[config.mk]
export PLATFORM = sky130hd
export DESIGN_NAME = imem_loader
export DESIGN_NICKNAME = d
export VERILOG_FILES = /design/src/rtl/imem_loader.sv
export SDC_FILE = /design/constraint.sdc
export NUM_CORES = 1
export LEC_CHECK = 0
export ABC_AREA = 1
export CORE_ASPECT_RATIO = 1.25
export CORE_UTILIZATION = 48
export CTS_CLUSTER_DIAMETER = 50
export DETAILED_ROUTE_END_ITERATION = 8
export PLACE_DENSITY = 0.78
export RECOVER_POWER = 100
export SYNTH_ARGS = -nofsm -noshare
export SYNTH_HDL_FRONTEND = slang
export SYNTH_SLANG_ARGS = --single-unit
[constraint.sdc]
create_clock -name CLK -period 5.4 [get_ports CLK]
set_input_delay 1.35 -clock CLK [delete_from_list [all_inputs] [get_ports CLK]]
set_output_delay 1.35 -clock CLK [all_outputs]
set_load 0.01 [all_outputs]
[src/rtl/imem_loader.sv]
// Boot loader: packs a byte stream into 128-bit instruction-cache blocks and writes
// them to instruction memory, holding the CPU in reset until the program is loaded.
module imem_loader #(
    parameter int MAX_BYTES = 1024
) (
    input  logic         CLK,
    input  logic         RESET,
    input  logic         START,
    input  logic [10:0]  LENGTH,
    input  logic         BYTE_VALID,
    input  logic [7:0]   BYTE_IN,
    output logic         BYTE_READY,
    output logic         IMEM_WRITE,
    output logic [5:0]   IMEM_ADDRESS,
    output logic [127:0] IMEM_WRITEDATA,
    input  logic         IMEM_BUSYWAIT,
    output logic         CPU_RESET,
    output logic         DONE
);
    localparam logic [10:0] MAX_LEN = 11'(MAX_BYTES);

    typedef enum logic [1:0] {S_IDLE, S_COLLECT, S_WRITE, S_DONE} state_t;

    state_t        r_state;
    state_t        w_state_next;
    logic [10:0]   r_len;
    logic [10:0]   r_count;
    logic [5:0]    r_addr;
    logic [127:0]  r_buf;
    logic          r_seen_busy;

    logic          w_start;
    logic          w_accept;
    logic          w_block_full;
    logic          w_last_byte;
    logic          w_write_done;
    logic          w_all_written;
    logic [10:0]   w_len_clamped;
    logic [15:0]   w_lane_sel;

    assign w_start       = START && (r_state == S_IDLE || r_state == S_DONE);
    assign w_accept      = (r_state == S_COLLECT) && BYTE_VALID;
    assign w_block_full  = (r_count[3:0] == 4'hF);
    assign w_last_byte   = ((r_count + 11'd1) == r_len);
    assign w_all_written = (r_count == r_len);
    assign w_len_clamped = (LENGTH > MAX_LEN) ? MAX_LEN : LENGTH;
    // A write only completes once busywait has been seen high and then low again.
    assign w_write_done  = (r_state == S_WRITE) && r_seen_busy && !IMEM_BUSYWAIT;

    for (genvar gi = 0; gi < 16; gi++) begin : g_lane
        assign w_lane_sel[gi] = w_accept && (r_count[3:0] == 4'(gi));
    end

    always_ff @(posedge CLK) begin
        if (RESET) begin
            r_state <= S_IDLE;
        end else begin
            r_state <= w_state_next;
        end
    end

    always_comb begin
        w_state_next = r_state;
        case (r_state)
            S_IDLE, S_DONE: begin
                if (w_start) begin
                    w_state_next = (w_len_clamped == 11'd0) ? S_DONE : S_COLLECT;
                end
            end
            S_COLLECT: begin
                if (w_accept && (w_block_full || w_last_byte)) begin
                    w_state_next = S_WRITE;
                end
            end
            S_WRITE: begin
                if (w_write_done) begin
                    w_state_next = w_all_written ? S_DONE : S_COLLECT;
                end
            end
            default: w_state_next = S_IDLE;
        endcase
    end

    always_comb begin
        BYTE_READY     = (r_state == S_COLLECT);
        IMEM_WRITE     = (r_state == S_WRITE);
        DONE           = (r_state == S_DONE);
        CPU_RESET      = (r_state != S_DONE);
        IMEM_ADDRESS   = r_addr;
        IMEM_WRITEDATA = r_buf;
    end

    always_ff @(posedge CLK) begin
        if (RESET) begin
            r_len       <= '0;
            r_count     <= '0;
            r_addr      <= '0;
            r_buf       <= '0;
            r_seen_busy <= 1'b0;
        end else if (w_start) begin
            r_len       <= w_len_clamped;
            r_count     <= '0;
            r_addr      <= '0;
            r_buf       <= '0;
            r_seen_busy <= 1'b0;
        end else begin
            if (w_accept) begin
                r_count <= r_count + 11'd1;
            end
            // Big-endian words: lowest-addressed byte of a word lands in its MSB.
            for (int i = 0; i < 16; i++) begin
                if (w_lane_sel[i]) begin
                    r_buf[32*(i/4) + 8*(3-(i%4)) +: 8] <= BYTE_IN;
                end
            end
            if (w_write_done) begin
                r_seen_busy <= 1'b0;
                r_buf       <= '0;
                // The last block's address is kept so the final address never wraps.
                if (!w_all_written) begin
                    r_addr <= r_addr + 6'd1;
                end
            end else if (r_state == S_WRITE && IMEM_BUSYWAIT) begin
                r_seen_busy <= 1'b1;
            end
        end
    end
endmodule
Word level (Yosys, flattened, before mapping)
Cells that the tools add are included.
Storage, ports and cells
  bits in registers: 159
  input port bits: 24
  output and inout port bits: 138
  word-level logic and storage cells: 89
Cells by class
  add/sub/neg operators: 2
  $lt $le $gt $ge: 1
  equality and inequality tests: 24
  multiplexer cells: 7
  bitwise logic cells: 1
  reductions and logical operators: 33
Operators with widths (count)
  $eq A4 B4 Y1 const B: 8
  $eq A11 B11 Y1: 2
  $logic_and A1 B1 Y1: 22
  $eq A4 B3 Y1 const B: 4
  $add A11 B1 Y11 const B: 1
  $gt A11 B11 Y1 const B: 1
  $logic_not A11 Y1: 1
  $mux W11: 1
  $mux W2: 5
  $eq A4 B2 Y1 const B: 2
  $add A6 B1 Y6 const B: 1
  $pmux W2 S3: 1
  $eq A2 B2 Y1 const B: 2
  $eq A4 B1 Y1 const B: 1
  $logic_not A4 Y1: 1
  $ne A2 B1 Y1 const B: 2
  $ne A2 B2 Y1 const B: 2
  $reduce_or A2 Y1: 2
  $reduce_and A3 Y1: 1
  $reduce_or A3 Y1: 1
  $eq A2 B1 Y1 const B: 1
  $logic_not A2 Y1: 1
  $logic_or A1 B1 Y1: 2
  $reduce_and A2 Y1: 1
  2 further kinds: 2

Logic depth before layout (Yosys ltp)
Gate-level depths: netlist of run 1.
  word-level depth: 6
  depth in mapped cells: 17
  gate-level depth less buffers: 17

Worst setup path after synthesis of run 1
OpenSTA, ideal clock, no wires.
  path kind: input -> register
  start: input IMEM_BUSYWAIT
  end: register r_buf[16], in the netlist IMEM_WRITEDATA[16]
  data arrival time: 2.333 ns
  slack: 2.935 ns
  cell stages on the path: 6
  cells stage by stage: nor3_1 inv_1 nand2_1 clkbuf_1 clkbuf_1 a21oi_1
Between the ends
  cells in the longest elaborated chain, start to end: 3
RTL lines
  start, declared: line 16  | input logic IMEM_BUSYWAIT,
  $logic_not A1 Y1: line 48  | assign w_write_done = (r_state == S_WRITE) && r_seen_busy && !IMEM_BUSYWAIT;
  $logic_and A1 B1 Y1: line 48
  $reduce_or A3 Y1 (no line)
  end signal, assigned: line 98  | r_buf <= '0;
  end signal, assigned: line 104  | r_buf <= '0;
  end signal, assigned by index: line 113  | r_buf[32*(i/4) + 8*(3-(i%4)) +: 8] <= BYTE_IN;
  end, declared: line 29  | logic [127:0] r_buf;
No other way between the ends.
A chain may end at the register's enable or synchronous reset.

Worst setup path in the final report of run 1
  start: input START
  end: register r_buf[20], in the netlist IMEM_WRITEDATA[20]
Between the ends
  cells in the longest elaborated chain, start to end: 2
RTL lines
  start, declared: line 8  | input logic START,
  $logic_and A1 B1 Y1: line 41  | assign w_start = START && (r_state == S_IDLE || r_state == S_DONE);
  $reduce_or A3 Y1 (no line)
No other way between the ends.

==> out/qor.csv, run 1 <==
metric;value;unit
status;completed;
Die X;106;microns
clock skew;0.00967;ns
Starting Density;49.9;%
final instance area;8720;sq um
core area;12900;sq um
1st-iter DRT viols;353;
most frequent cell after synthesis;nand2_1;
mux cell area share after synthesis;0;%
Worst-Margin Slew;0.937;ns
Power Dens Cells;331;nW/um^2
drt pass-1 iters;5;
GRT overflow;0;
synthesized area;6430;sq um
H-tree lvl count;4;
CTS sink cnt;159;
vias in the first global route;5738;
Synth area leader;dfxtp_1;
FF-to-FF path depth;9;
max-cap violations;0;
Placed Cells;1165;
Worst Path Required;5.75;ns
most common library cells after synthesis;328 x nand2_1, 159 x dfxtp_1, 147 x a21oi_1;
Hold Path Sink;IMEM_ADDRESS[5];
syn_area_per_cell;7.41;sq um
non-filler cells, final;1196;
post-CTS sizing;0;
Hold Fails Final Rpt;0;
Layout fillers;1101;
hold depth;1;
share of cells above drive strength 1;7.88;%
I/O Pins;162;
initial antenna violation count;0;
Post-synth EDFFs;0;
Tmin final;3.53;ns
top cell type's share of synthesized area;49.5;%
hold_ws;0.453;ns
first-pass GRT wire length;28700;microns
Fin Setup TNS;0;ns
XOR/XNOR Fraction of Synth Area;1.36;%
die area;13900;sq um
Routed Antenna Nets;0;
Peak VDD IR;0.000218;V
final core occ;67.6;%
arrival time at the worst endpoint;3.88;ns
combinational family with the most area after synthesis;simple AND/OR/NAND/NOR gates;
dpl cell area;8130;sq um
Max Fanout on Critical Path;45;
sequential share of the synthesized area;49.5;%
startpoint types;input port;
Post-Syn Nets;901;
fraction of registers with async set/reset;0;%
Reg-to-Reg Start;r_state[0];
critical path class;in -> reg;
die height;131;microns
WL per Instance;15.1;microns
adder-cell share of the synthesized area;1.75;%
top cells by area, synth;dfxtp_1 50%, nand2_1 19%, a21oi_1 11%;
NetSw;0.813;mW
Rel. slew slack;37.4;%
TritonCTS Buffers;17;
RSZ-0062 raised after global routing;no;
Yosys reg bits;159;
clock-pin slew on the worst setup and hold paths;0.06;ns
CTS tree;yes;
Net Sw Frac;28.2;%
largest net degree at the start of global routing;46;
Post-Route WL;18100;microns
DRC Markers;0;
Post-Synth Simple-Gate Area;26.9;%
RR Endpoint;IMEM_WRITEDATA[20];
cts hold-fix bufs;0;
average vias per placed instance;5.14;
Worst Hold Class;reg -> reg;
row count;46;
final layout net count;1049;
Ys Warns;0;
Synth Flop Type;dfxtp_1;
CTS Root Cell;clkbuf_16;
ANT cells;0;
Clk pwr share;42.6;%
logic gate share of total power;14.7;%
clock buffer depth;2;
sequential fraction of design power;42.7;%
Crit. End Element;register;
Int Pwr;2.07;mW
Max Freq;283;MHz
Skew-Pair Late Insertion Delay;0.43;ns
R2R setup slack;2.60;ns
Leakage Power;3.45;nW
area grow syn2layout;35.6;%
Final HPWL DP;12300;microns
cell count after synthesis;868;
via count;6143;
worst hold start;IMEM_ADDRESS[5];
gr usage total;26.2;%
Cell variety after synth;36;
Slew Limit Fails;0;
Post-CTS Setup Repair Bufs;0;
final setup fails;0;
post-synthesis compound-gate area fraction;14.4;%
period utilisation layout;65.4;%
PortBufs;161;
placer congestion estimate;0.934;
[worst max path at each step]
| stage | start | to | slack (ns) |
|---|---|---|---|
| final | START | IMEM_WRITEDATA[20] | 1.87 |
| after global routing | START | IMEM_WRITEDATA[20] | 1.68 |
| after CTS | BYTE_VALID | IMEM_WRITEDATA[9] | 2.32 |
| after detailed placement | BYTE_VALID | IMEM_WRITEDATA[10] | 1.91 |
| after global placement | BYTE_VALID | IMEM_WRITEDATA[12] | 1.93 |
| after floorplan | IMEM_BUSYWAIT | IMEM_WRITEDATA[16] | 2.93 |
[state kept, by name, indices dropped and copies added (netlist names)]
name	flops
IMEM_ADDRESS	6
r_seen_busy	1
r_len	11
r_state	2
IMEM_WRITEDATA	128
r_count	11
[cells by family (layout without fill, tap and decap cells)]
group,count (synthesis),after routing
XOR/XNOR,10,10
AND/OR/NAND/NOR,415,415
flip-flops,159,159
AO/OA/AOI/OAI,178,178
adder cells (fa/ha/maj),9,9
buffers and inverters,97,257
[worst max-delay path, stage by stage]
cell           delay, ns
dlygate4sd3_1       0.56
nand2_1             0.08
inv_1               0.07
nor2_1              0.08
clkbuf_1            0.62
nand2_4             0.44
buf_4               0.43
a21oi_1             0.21
[per-layer routing]
layer	part of all wire, %	up-vias	track usage (%)
met1	42	2820	31.1
met2	50	212	45.7
met5	0	-	0
li1	-	3069	-
met4	3.0	0	11.4
met3	5.1	42	5.06
[cell type report]
cell class                      count  area (sq um)  share of cell area (%)
Sequential cell                   159          3180                    36.5
Multi-Input combinational cell    612          2860                    32.8
Timing Repair Buffer              165          1640                    18.8
Clock buffer                       19           443                    5.08
Inverter                           61           229                    2.63
Tap cell                          168           210                    2.41
Clock inverter                     12           161                    1.85
[power groups by stage]
stage                     clock network [mW]  logic (mW)  registers, mW
final                                   1.23       0.424           1.23
after global routing                    1.29       0.471           1.23
after CTS                               1.24       0.432           1.23
after detailed placement                   0       0.430           1.26
after global placement                     0       0.424           1.26
after floorplan                            0       0.305           1.25
[stage by stage]
step,setup slack (ns),power (mW)
6_report,1.87,2.88
5_1_grt,1.68,3.00
4_1_cts,2.32,2.90
3_5_place_dp,1.91,1.69
3_3_place_gp,1.93,1.68
2_1_floorplan,2.93,1.56
[cells in the final DEF (no fill, tap or decap), types with 9 or more instances in the layout]
cell type / instances
o21ai_0: 19
clkdlybuf4s50_1: 21
dfxtp_1: 159
ha_1: 9
nor2_2: 12
dlygate4sd3_1: 140
nand3_1: 14
nand2_1: 327
inv_1: 45
inv_2: 16
nor2_1: 32
clkbuf_16: 17
a21oi_1: 147
Power figures use the tool's default switching activity.
==> run 2: changes to the inputs <==
==> constraint.sdc (replaced) <==
create_clock -name CLK -period 3.4 [get_ports CLK]
set_input_delay 0.85 -clock CLK [delete_from_list [all_inputs] [get_ports CLK]]
set_output_delay 0.85 -clock CLK [all_outputs]
set_load 0.01 [all_outputs]
==> out/qor.csv, run 2 (synthesis gave the netlist of run 1 again) <==
metric;value;unit;change
final setup fails;0;;unchanged
TritonCTS Buffers;17;;unchanged
average vias per placed instance;5.10;;-0.73%
1st-iter DRT viols;392;;+11%
core area;12900;sq um;unchanged
Peak VDD IR;0.000411;V;+88%
vias in the first global route;5673;;-1.1%
Die X;106;microns;unchanged
Crit. End Element;register;;
Rel. slew slack;35.4;%;-2.0 points
area of the multi-input gates;2850;sq um;about the same
ANT cells;0;;unchanged
Max Fanout on Critical Path;129;;+190%
CTS tree;yes;;
Slew Limit Fails;0;;unchanged
die height;131;microns;unchanged
Post-CTS Setup Repair Bufs;0;;unchanged
Register Area;3180;sq um;unchanged
gr usage total;26.1;%;-0.12 points
Hold Fails Final Rpt;0;;unchanged
hold_ws;0.456;ns;+0.00261 ns
Leakage Power;3.48;nW;+0.75%
die area;13900;sq um;unchanged
post-CTS sizing;0;;unchanged
row count;46;;unchanged
first-pass GRT wire length;28800;microns;+0.19%
number of flip-flops in the largest register;128;;unchanged
Starting Density;49.9;%;unchanged
largest net degree at the start of global routing;130;;+180%
clock skew;0.0117;ns;+0.00198 ns
final layout net count;1056;;+0.67%
Post-Route WL;17700;microns;-2.1%
cts hold-fix bufs;0;;unchanged
via count;6134;;-0.15%
Layout fillers;1119;;+1.6%
DRC Markers;0;;unchanged
arrival time at the worst endpoint;3.08;ns;-0.80 ns
Final HPWL DP;12200;microns;-0.96%
Worst-Margin Slew;0.969;ns;+0.0326 ns
Worst Path Required;3.65;ns;-2.10 ns
Fin Setup TNS;0;ns;unchanged
clock buffer depth;2;;unchanged
Worst Hold Class;reg -> reg;;
max-cap violations;0;;unchanged
status;completed;;
commonest non-fill, non-tap cell in the layout;nand2_1;;
drt pass-1 iters;5;;unchanged
critical path class;in -> reg;;
RSZ-0062 raised after global routing;no;;
WL per Instance;14.7;microns;-2.7%
startpoint types;input port;;
most frequent cells in the layout;328 x nand2_1, 159 x dfxtp_1, 147 x a21oi_1, 139 x dlygate4sd3_1, 45 x inv_1;;
PortBufs;161;;unchanged
H-tree lvl count;4;;unchanged
Routed Antenna Nets;0;;unchanged
Max Freq;354;MHz;
CTS Root Cell;clkbuf_16;;
clock-pin slew on the worst setup and hold paths;0.06;ns;about the same
Tmin final;2.82;ns;
period utilisation layout;83.0;%;
CTS sink cnt;159;;unchanged
Power Dens Cells;514;nW/um^2;+56%
share of cells above drive strength 1;8.41;%;+0.53 points
GRT overflow;0;;unchanged
area grow syn2layout;36.1;%;
Skew-Pair Late Insertion Delay;0.43;ns;about the same
placer congestion estimate;0.916;;-2.0%
initial antenna violation count;0;;unchanged
I/O Pins;162;;unchanged
## run 2: cell types whose count changed in the layout (fill, tap and decap cells not counted), sizes merged
cell and delta:
dlygate4sd3 -1, clkdlybuf4s50 +1, clkinv -1, bufinv -1, buf +7, inv +3, clkbuf -1
## run 2: worst paths after layout
path / to / slack, ns / from / cells past startpoint
worst max-delay path: IMEM_WRITEDATA[27] / 0.58 / START / 8
worst min-delay path: IMEM_WRITEDATA[84] / 0.46 / IMEM_WRITEDATA[84] / 2
worst max register to register: IMEM_WRITEDATA[27] / 0.82 / r_state[0] / 9
worst min register to register: IMEM_WRITEDATA[84] / 0.46 / IMEM_WRITEDATA[84] / 2
## run 2: critical path: stages
cell,delay (ns)
dlygate4sd3_1,0.56
nand2_1,0.07
inv_1,0.10
nor2_1,0.05
clkbuf_1,0.36
nand2_4,0.18
buf_6,0.65
a21oi_1,0.10
## run 2: area by class of cell
| cell class | instances | area share, % |
|---|---|---|
| clock inverter | 13 | 1.74 |
| multi-input combinational | 612 | 32.6 |
| inverter | 61 | 2.62 |
| timing repair buffer | 172 | 19.4 |
| tap | 168 | 2.40 |
| sequential | 159 | 36.4 |
| clock buffer | 18 | 4.90 |
## run 2: stage by stage
step	power [mW]	cells	area, sq um	setup WS (ns)	utilization (%)
global placement	2.68	1172	8190	0.654	63.5
global route	4.70	1203	8750	0.424	67.9
finish	4.50	1203	8750	0.577	67.9
floorplan	2.47	868	6430	1.43	-
detailed placement	2.68	1172	8190	0.631	63.5
CTS	4.55	1203	8770	0.834	68.0
## run 2: where the power goes
group	switching, mW	internal, mW	total, mW
clock network	0.786	1.09	1.88
registers	0.0478	1.91	1.96
logic	0.463	0.203	0.666
## run 2: layer usage
layer	vias to the layer above	routed length, microns	share of wire (%)	global-route usage (%)
met2	194	8990	51	45.3
met3	25	916	5.2	4.96
met4	0	308	1.7	8.72
li1	3091	-	-	-
met5	-	0	0	0
met1	2824	7500	42	32.3
==> RTL edit: new RTL, settings of run 2 <==
Re-encode `state_t` (4 states) as one-hot, 4 bits wide.
--- a/src/rtl/imem_loader.sv
+++ b/src/rtl/imem_loader.sv
@@ -20,5 +20,5 @@
     localparam logic [10:0] MAX_LEN = 11'(MAX_BYTES);
 
-    typedef enum logic [1:0] {S_IDLE, S_COLLECT, S_WRITE, S_DONE} state_t;
+    typedef enum logic [3:0] {S_IDLE = 4'b0001, S_COLLECT = 4'b0010, S_WRITE = 4'b0100, S_DONE = 4'b1000} state_t;
 
     state_t        r_state;
Formal check against the unedited RTL: same outputs for any inputs over 4 cycles, from zero or initial values and one cycle with RESET high; so few cycles prove little.
==> RTL edit against run 2 <==
  * Combinational power is 11% lower
  * Power is 3.2% higher
  * Register-to-register slack worse by 150 ps
  * Via count is 5.2% higher
  * Setup slack worse by 120 ps
  * Area after synthesis is 2.6% higher
  * Cell area is 1.5% higher
  * Sequential cell count is 2 higher
  * Wire length is 8.5% higher
  * Maximum frequency is 4.0% lower
  * Largest power group is now clock
==> RTL edit: results <==
export IMPL_grt_max_degree=57
export IMPL_netlist_top_cells_count="nand2_1, dfxtp_1, nor2_1, a21oi_1, inv_1"
export IMPL_synth_net_count=926
export IMPL_place_congestion=0.873
export IMPL_max_slew_margin_rel_pct=37.4
export IMPL_cts_setup_buffers=0
export IMPL_fillers=1159
export IMPL_muxShareOfSynthArea_pct=0
export IMPL_cp_slowest_cell="dlygate4sd3_1"
export IMPL_place_ws_ps=728
export IMPL_dr_pass1_iters=5
export IMPL_p_sw_share_pct=26.7
export IMPL_tns_ps=0
export IMPL_clk_pin_slew_worst_paths_ps=60
export IMPL_drtIter0Drc=386
export IMPL_gr_usage_all_layers_pct=27.6
export IMPL_comb_cell_power_mw=0.596
export IMPL_synth_adder_area_share_pct=0.948
export IMPL_peakVddDrop_mv=0.291
export IMPL_grt_pass1_vias=6088
export IMPL_synth_cell_types=31
export IMPL_drive_above_1_share_pct=6.02
export IMPL_arrival_ps=2090
export IMPL_slowest_delay_ps=670
export IMPL_ys_seq_elements=161
export IMPL_powerClk_mw=2.07
export IMPL_synth_xor_area_share_pct=1.19
export IMPL_rr_worst_depth=10
export IMPL_wl_um=19200
export IMPL_seq_area_frac_synth_pct=48.9
export IMPL_post_dp_hpwl_um=12900
export IMPL_grt_pass1_wl_um=30400
export IMPL_cp_max_fo=5
export IMPL_vias_per_cell=5.23
export IMPL_leakagePower_nw=3.76
export IMPL_synth_compound_area_share_pct=14.6
export IMPL_fin_nets=1080
export IMPL_ys_top_cells_by_area="dfxtp_1, nand2_1, a21oi_1"
export IMPL_largest_register_ffs=128
export IMPL_outcome="completed"
export IMPL_finalClockSkew_ps=11.1
-- RTL edit: cell types whose count changed after synthesis, sizes merged, moves of 5 or more --
cell / change
nor2: +84
nor3: +5
a21oi: -38
inv: +17
o21ai: +40
nand2: -76
-- RTL edit: cell families after synthesis --
logic type / count (synthesis)
AND/OR/NAND/NOR: 428
adder cells (fa/ha/maj): 5
XOR/XNOR: 9
flip-flops: 161
AO/OA/AOI/OAI: 180
buffers and inverters: 114
-- RTL edit: metrics by stage --
stage	util (%)	hold slack, ps	cells	instance area (µm²)	total power, mW
after global routing	66.6	479	1235	8890	4.81
after detailed placement	62.5	453	1203	8340	2.64
after floorplan	-	447	897	6600	2.48
final	66.6	458	1235	8890	4.65
after global placement	62.5	447	1203	8340	2.64
after CTS	67.3	463	1235	8990	4.69
-- RTL edit: worst paths after layout --
kind | from | to | slack, ps
setup / recovery | r_state[3] | DONE | 460
hold / removal | IMEM_WRITEDATA[51] | IMEM_WRITEDATA[51] | 460
setup reg to reg | r_state[3] | IMEM_WRITEDATA[73] | 670
hold reg to reg | IMEM_WRITEDATA[51] | IMEM_WRITEDATA[51] | 460
-- RTL edit: final cells by class --
class                   count  area (µm²)  share of cell area [%]
flip-flops and latches    161        3220                    36.3
multi-input cells         622        2810                    31.6
repair buffers            171        1700                    19.1
clock buffers              20         467                    5.25
inverters                  78         297                    3.34
well taps                 171         214                    2.41
clock inverters            12         179                    2.01
-- RTL edit: metal layers --
metal	part of all wire [%]	vias up	track usage [%]
met5	0	-	0
met4	3.1	0	13.9
met3	7.2	45	6.50
met2	48	263	44.2
met1	42	2985	34.6
li1	-	3161	-
-- RTL edit: tightest hold or removal path, cell delays in order, from the launching register on --
cell     delay, ps
dfxtp_1        310
nand2_1         60
a21oi_1         50
